<file path="src/rtl/rf_seq_pkg.sv">
// Shared definitions for the register-file operation sequencer: default widths,
// FSM state encoding and the EXEC timeout length.
package rf_seq_pkg;

   localparam int DATA_W_DEF  = 4;
   localparam int ADDR_W_DEF  = 2;
   localparam int TIMEOUT_CYC = 15;
   localparam int TIMER_W     = 4;

   typedef enum logic [2:0] {
      ST_IDLE,
      ST_READ,
      ST_CAPTURE,
      ST_EXEC,
      ST_WRITE
   } state_t;

endpackage

</file>
<file path="src/rtl/rf_seq_timer.sv">
// EXEC-phase watchdog: counts cycles while run is high and flags the last
// permitted cycle; only instantiated when RF_SEQ_TIMEOUT_EN is defined.
module rf_seq_timer
   import rf_seq_pkg::*;
(
   input  logic clk,
   input  logic rst,
   input  logic run,
   output logic expired
);

   logic [TIMER_W-1:0] cnt;

   // Holding the count at zero outside EXEC gives a fresh count on every entry.
   always_ff @(posedge clk) begin
      if (rst || !run) cnt <= '0;
      else             cnt <= cnt + 1'b1;
   end

   assign expired = run && (cnt == TIMER_W'(TIMEOUT_CYC - 1));

endmodule

</file>
<file path="src/rtl/rf_sequencer.sv">
// Sequences one operation: read two registers, hand operands to the execute
// unit, optionally write the result back. Optional EXEC timeout: RF_SEQ_TIMEOUT_EN.
module rf_sequencer
   import rf_seq_pkg::*;
#(
   parameter int DATA_W = DATA_W_DEF,
   parameter int ADDR_W = ADDR_W_DEF
) (
   input  logic              clk,
   input  logic              rst,
   input  logic              req_valid,
   output logic              req_ready,
   input  logic [ADDR_W-1:0] req_rs1,
   input  logic [ADDR_W-1:0] req_rs2,
   input  logic [ADDR_W-1:0] req_rd,
   input  logic              req_wb,
   output logic [ADDR_W-1:0] rf_read_reg1,
   output logic [ADDR_W-1:0] rf_read_reg2,
   output logic [ADDR_W-1:0] rf_write_reg,
   output logic              rf_rw,
   output logic [DATA_W-1:0] rf_write_data,
   input  logic [DATA_W-1:0] rf_data_out1,
   input  logic [DATA_W-1:0] rf_data_out2,
   output logic [DATA_W-1:0] op_a,
   output logic [DATA_W-1:0] op_b,
   output logic              op_valid,
   input  logic              res_valid,
   input  logic [DATA_W-1:0] res_data,
   output logic              done,
   output logic              err
);

   state_t            state, state_n;
   logic [ADDR_W-1:0] rs1_q, rs2_q, rd_q;
   logic              wb_q;
   logic [DATA_W-1:0] op_a_q, op_b_q, res_q;
   logic              done_q, done_n;
   logic              timeout;

   // NOTE: sequential state uses non-blocking assignments only, so every
   // register samples pre-edge values regardless of statement order.
   always_ff @(posedge clk) begin
      if (rst) begin
         state  <= ST_IDLE;
         done_q <= 1'b0;
         rs1_q  <= '0;
         rs2_q  <= '0;
         rd_q   <= '0;
         wb_q   <= 1'b0;
         op_a_q <= '0;
         op_b_q <= '0;
         res_q  <= '0;
      end else begin
         state  <= state_n;
         done_q <= done_n;
         if (state == ST_IDLE && req_valid) begin
            rs1_q <= req_rs1;
            rs2_q <= req_rs2;
            rd_q  <= req_rd;
            wb_q  <= req_wb;
         end
         if (state == ST_CAPTURE) begin
            op_a_q <= rf_data_out1;
            op_b_q <= rf_data_out2;
         end
         if (state == ST_EXEC && res_valid) res_q <= res_data;
      end
   end

   // NOTE: defaults first so no path through the case leaves a variable
   // unassigned, which would otherwise infer a latch.
   always_comb begin
      state_n = state;
      done_n  = 1'b0;
      case (state)
         ST_IDLE:    if (req_valid) state_n = ST_READ;
         ST_READ:    state_n = ST_CAPTURE;
         ST_CAPTURE: state_n = ST_EXEC;
         ST_EXEC: begin
            if (res_valid) begin
               if (wb_q) begin
                  state_n = ST_WRITE;
               end else begin
                  state_n = ST_IDLE;
                  done_n  = 1'b1;
               end
            end else if (timeout) begin
               state_n = ST_IDLE;
            end
         end
         ST_WRITE: begin
            state_n = ST_IDLE;
            done_n  = 1'b1;
         end
         default:    state_n = ST_IDLE;
      endcase
   end

`ifdef RF_SEQ_TIMEOUT_EN
   logic err_q;

   rf_seq_timer u_timer (
      .clk     (clk),
      .rst     (rst),
      .run     (state == ST_EXEC),
      .expired (timeout)
   );

   always_ff @(posedge clk) begin
      if (rst) err_q <= 1'b0;
      else     err_q <= (state == ST_EXEC) && !res_valid && timeout;
   end

   assign err = err_q && !rst;
`else
   assign timeout = 1'b0;
   assign err     = 1'b0;
`endif

   // Outputs are gated by rst so a reset landing mid-WRITE never issues the write.
   assign req_ready     = (state == ST_IDLE) && !rst;
   assign rf_rw         = rst || (state != ST_WRITE);
   assign rf_read_reg1  = rst ? '0 : rs1_q;
   assign rf_read_reg2  = rst ? '0 : rs2_q;
   assign rf_write_reg  = rst ? '0 : rd_q;
   assign rf_write_data = (!rst && state == ST_WRITE) ? res_q : '0;
   assign op_valid      = !rst && (state == ST_EXEC);
   assign op_a          = rst ? '0 : op_a_q;
   assign op_b          = rst ? '0 : op_b_q;
   assign done          = done_q && !rst;

endmodule

</file>
<file path="config.mk">
export PLATFORM = sky130hd
export DESIGN_NAME = rf_sequencer
export DESIGN_NICKNAME = d
export VERILOG_FILES = /design/src/rtl/rf_seq_pkg.sv /design/src/rtl/rf_seq_timer.sv /design/src/rtl/rf_sequencer.sv
export SDC_FILE = /design/constraint.sdc
export NUM_CORES = 1
export LEC_CHECK = 0
export ABC_AREA = 1
export CAP_MARGIN = 10
export CORE_UTILIZATION = 44
export DETAILED_ROUTE_END_ITERATION = 10
export PLACE_DENSITY = 0.87
export SYNTH_ARGS = -nofsm -noshare
export SYNTH_HDL_FRONTEND = slang
export SYNTH_SLANG_ARGS = --single-unit
export TNS_END_PERCENT = 20
</file>
<file path="constraint.sdc">
create_clock -name clk -period 1.7 [get_ports clk]
set_clock_uncertainty 0.05 [all_clocks]
set_input_delay 0.17 -clock clk [delete_from_list [all_inputs] [get_ports clk]]
set_output_delay 0.17 -clock clk [all_outputs]
set_load 0.05 [all_outputs]
</file>
==> results summary, run 1 <==
The ratio of final minimum period to clock period is 0.930. The initial cell density of the core came out at 0.464. The ratio of cells with drive above 1 in the final layout came out at 0.216. The clock net sink count came out at 23.

Once layout is complete, the utilization of the core stands at 0.811. The class of the tightest hold or removal check is input pin to flip-flop. The number of cells on the worst reg-to-reg path is 5. The number of nets in the synthesized netlist is 181.

The max capacitance violation total came out at 0. Using the TritonRoute via totals, the vias-per-cell ratio works out to 4.91. The top cell type's share of synthesized area is 0.449.

Wires add up to 2920 um. Of all cell types, the one taking the most synthesized area is sky130_fd_sc_hd__dfxtp_1. The reported leakage power came out at 0.749 nW. The floorplan step set the die width to 50.3 um.

The synthesized cell area is 0.00103 sq mm. The number of buffers on the longest clock path came out at 2. The kind of start point of the critical path is an input pin. For the worst setup path, the data arrival time is 1.36 ns. The die extent in y came out at 50.3 um. The detailed-router iteration count before antenna repair came out at 4. Setup violations remaining at the end of the flow were counted as 0. The required arrival time at the worst endpoint came out at 1.48 ns.

The overall global routing resource usage came out at 0.261. The floorplan has 17 rows. The worst hold path cell count is 3. The worst voltage drop across the vdd grid came out at 0.683 mV. The final total negative setup slack is 0 ns. The net load switching power is 0.455 mW. Setup repair after global routing left no endpoint under its margin. The DRC violation count after routing is 0. The count of warnings emitted by yosys came out at 0. The number of endpoints with negative hold slack in the final report is 0. Entering global routing, the biggest net connects 17 pins. The area inside the core boundary came out at 0.00221 sq mm. The internal power of the cells is 0.881 mW.

The post-place setup slack came out at 0.0357 ns. The final critical-path required period came out at 1.58 ns. The number of global-route vias before repair came out at 1180. Detailed placement finished with a half-perimeter wire length of 2260 um. The global-route congestion overflow total came out at 0. In this run the number of H-tree levels came out at 1. The final weighted congestion in routability-driven placement is 0.805. The gate count after technology mapping is 158. In this run, CTS created clock tree buffers numbering 3. The first-pass GRT wire length is 4930 um. The number of placed I/O pins is 46.

The clock latency of the later-clocked register in the worst-skew pair is 0.31 ns. Static timing analysis puts the maximum clock frequency at 0.633 GHz. The share of the Yosys chip area taken by registers is 0.449. The clock transition time at the flip-flop clock pins of the worst setup and hold paths came out at 0.12 ns. The clock power share is 0.186.

The floorplan step defined a die boundary enclosing 0.00253 sq mm. After detailed routing, the average wire length per cell comes to 12.6 um. In this run, placement finished with an instance count of 228. The detailed router placed 1138 vias in this run. By area the synthesized netlist is led by sky130_fd_sc_hd__dfxtp_1, sky130_fd_sc_hd__nor2_1, sky130_fd_sc_hd__inv_1. The post-detailed-route count of antenna-violating nets came out at 0.

Across all setup checks in the final design, the least slack found is 0.119 ns. Of the total power, registers draw 0.461. The fraction of power spent switching nets is 0.340. The finished layout holds 232 standard cells, fillers aside. TritonCTS built the clock tree. Of all nets on the critical path, the largest fanout is 13. In this run, synthesis produced a sequential element count of 23. The critical path in this run is classified as input pin to output port. The area growth from synthesis to layout is 74.9%. 0 antenna diodes ended up in the layout. The number of nets in the final layout is 228. The initial antenna violation count came out at 0.

The flow ran to the end, and the final reports show no timing, DRC or antenna violations. The violation count after the first detailed-route iteration came out at 25. The share of total power dissipated in combinational logic is 0.353. The synthesized area per cell came out at 6.49 sq um. The buffer cell driving the clock tree root is sky130_fd_sc_hd__clkbuf_4. The count of port buffers added during placement came out at 44.

After synthesis, the netlist uses 18 different library cells. The count of final max-slew check failures is 0. The areal power density over the cells came out at 745 mW/mm^2.

The tightest hold margin came out at 0.378 ns. The worst setup path is captured at an output port.
==> placed cells by master (no fill, tap or decap) <==
master                            netlist  final
sky130_fd_sc_hd__o21ai_1                1      1
sky130_fd_sc_hd__nor2_1                50     46
sky130_fd_sc_hd__nor2_2                 1      1
sky130_fd_sc_hd__o21ai_0                8      8
sky130_fd_sc_hd__buf_12                 0     22
sky130_fd_sc_hd__nor2_4                 1      5
sky130_fd_sc_hd__nand3_2                1      1
sky130_fd_sc_hd__nand3b_1               1      1
sky130_fd_sc_hd__a21oi_1                6      6
sky130_fd_sc_hd__nand4_1                1      1
sky130_fd_sc_hd__clkdlybuf4s50_1        0     22
sky130_fd_sc_hd__conb_1                 1      1
sky130_fd_sc_hd__clkbuf_4               0      3
sky130_fd_sc_hd__clkinv_2               0      1
sky130_fd_sc_hd__inv_4                  0      1
sky130_fd_sc_hd__dfxtp_4                0      1
sky130_fd_sc_hd__nand3_1                5      5
sky130_fd_sc_hd__nor3_2                 0      1
sky130_fd_sc_hd__inv_2                  0      2
sky130_fd_sc_hd__nor3_1                 4      3
sky130_fd_sc_hd__nand2_1               23     23
sky130_fd_sc_hd__buf_4                  1      4
sky130_fd_sc_hd__dfxtp_1               23     20
sky130_fd_sc_hd__inv_1                 26     23
sky130_fd_sc_hd__dfxtp_2                0      2
==> metrics by stage <==
stage                     power, mW  instance area [sq um]
after floorplan               0.881                   1070
after global placement         1.07                   1760
after detailed placement       1.09                   1760
after CTS                      1.34                   1790
after global routing           1.41                   1790
final                          1.34                   1790
==> Yosys cell counts (all sizes together) <==
cell type and instances:
clkbuf 3, conb 1, nor2 52, inv 26
nand3 6, dfxtp 23, nor3 4, o21ai 9
nand2 23, nand3b 1, nand4 1, a21oi 6
buf 3
==> critical path, cell delays in order <==
cell and delay, ns:
sky130_fd_sc_hd__clkdlybuf4s50_1 0.50, sky130_fd_sc_hd__buf_4 0.24, sky130_fd_sc_hd__nor2_1 0.27, sky130_fd_sc_hd__buf_12 0.18
==> layout make-up <==
class,count,area [sq um]
multi-input combinational,103,474
timing repair buffer,48,691
sequential,23,467
fill,144,418
tap,28,35.0
inverter,26,100
clock buffer,3,22.5
clock inverter,1,5.00
==> power by group through the flow <==
stage	Clock [mW]	Sequential [mW]	Combinational, mW
after floorplan	0	0.621	0.259
after global placement	0	0.623	0.446
after detailed placement	0	0.627	0.466
after CTS	0.254	0.615	0.471
after global routing	0.286	0.622	0.507
final	0.249	0.616	0.472
==> registers in the layout, indices dropped and copies added, names as in the netlist <==
signal,flops
done_q,1
op_a_q,4
op_b_q,4
rd_q,2
res_q,4
rs1_q,2
rs2_q,2
state,3
wb_q,1
==> cells by family after synthesis <==
kind of cell,count (synthesis),share of synthesized area
DFF,23,0.449
AOI/OAI and AO/OA,15,0.0732
buffers and inverters,32,0.123
other,1,0.00366
and+or+nand+nor,87,0.351
==> what timing repair did <==
action                     4_1_cts  5_1_grt
setup endpoints to repair        0        1
hold buffers                     0        0
gates resized for setup          0        1
buffers inserted                 0        0
==> path summary, 6_finish.rpt <==
check | slack (ns) | to | from
min | 0.38 | rd_q[0] | req_rd[0]
min reg2reg | 0.42 | state[2] | wb_q
max | 0.12 | op_b[3] | rst
max reg2reg | 0.35 | op_b_q[2] | state[2]
==> routing by layer <==
metal  track usage  vias up  routed length, um
met5             0        -                  0
met4         0.125        0                 55
met3        0.0303        7                139
met2         0.496       43               1550
met1         0.281      524               1180
li1              -      564                  -
No activity file was read; power rests on OpenSTA's default activity.
==> run 2: changes to the inputs <==
CAP_MARGIN = 20   (was 10)
==> results of run 2 <==
No change in the layout: final DEF, timing and power equal those of run 1.
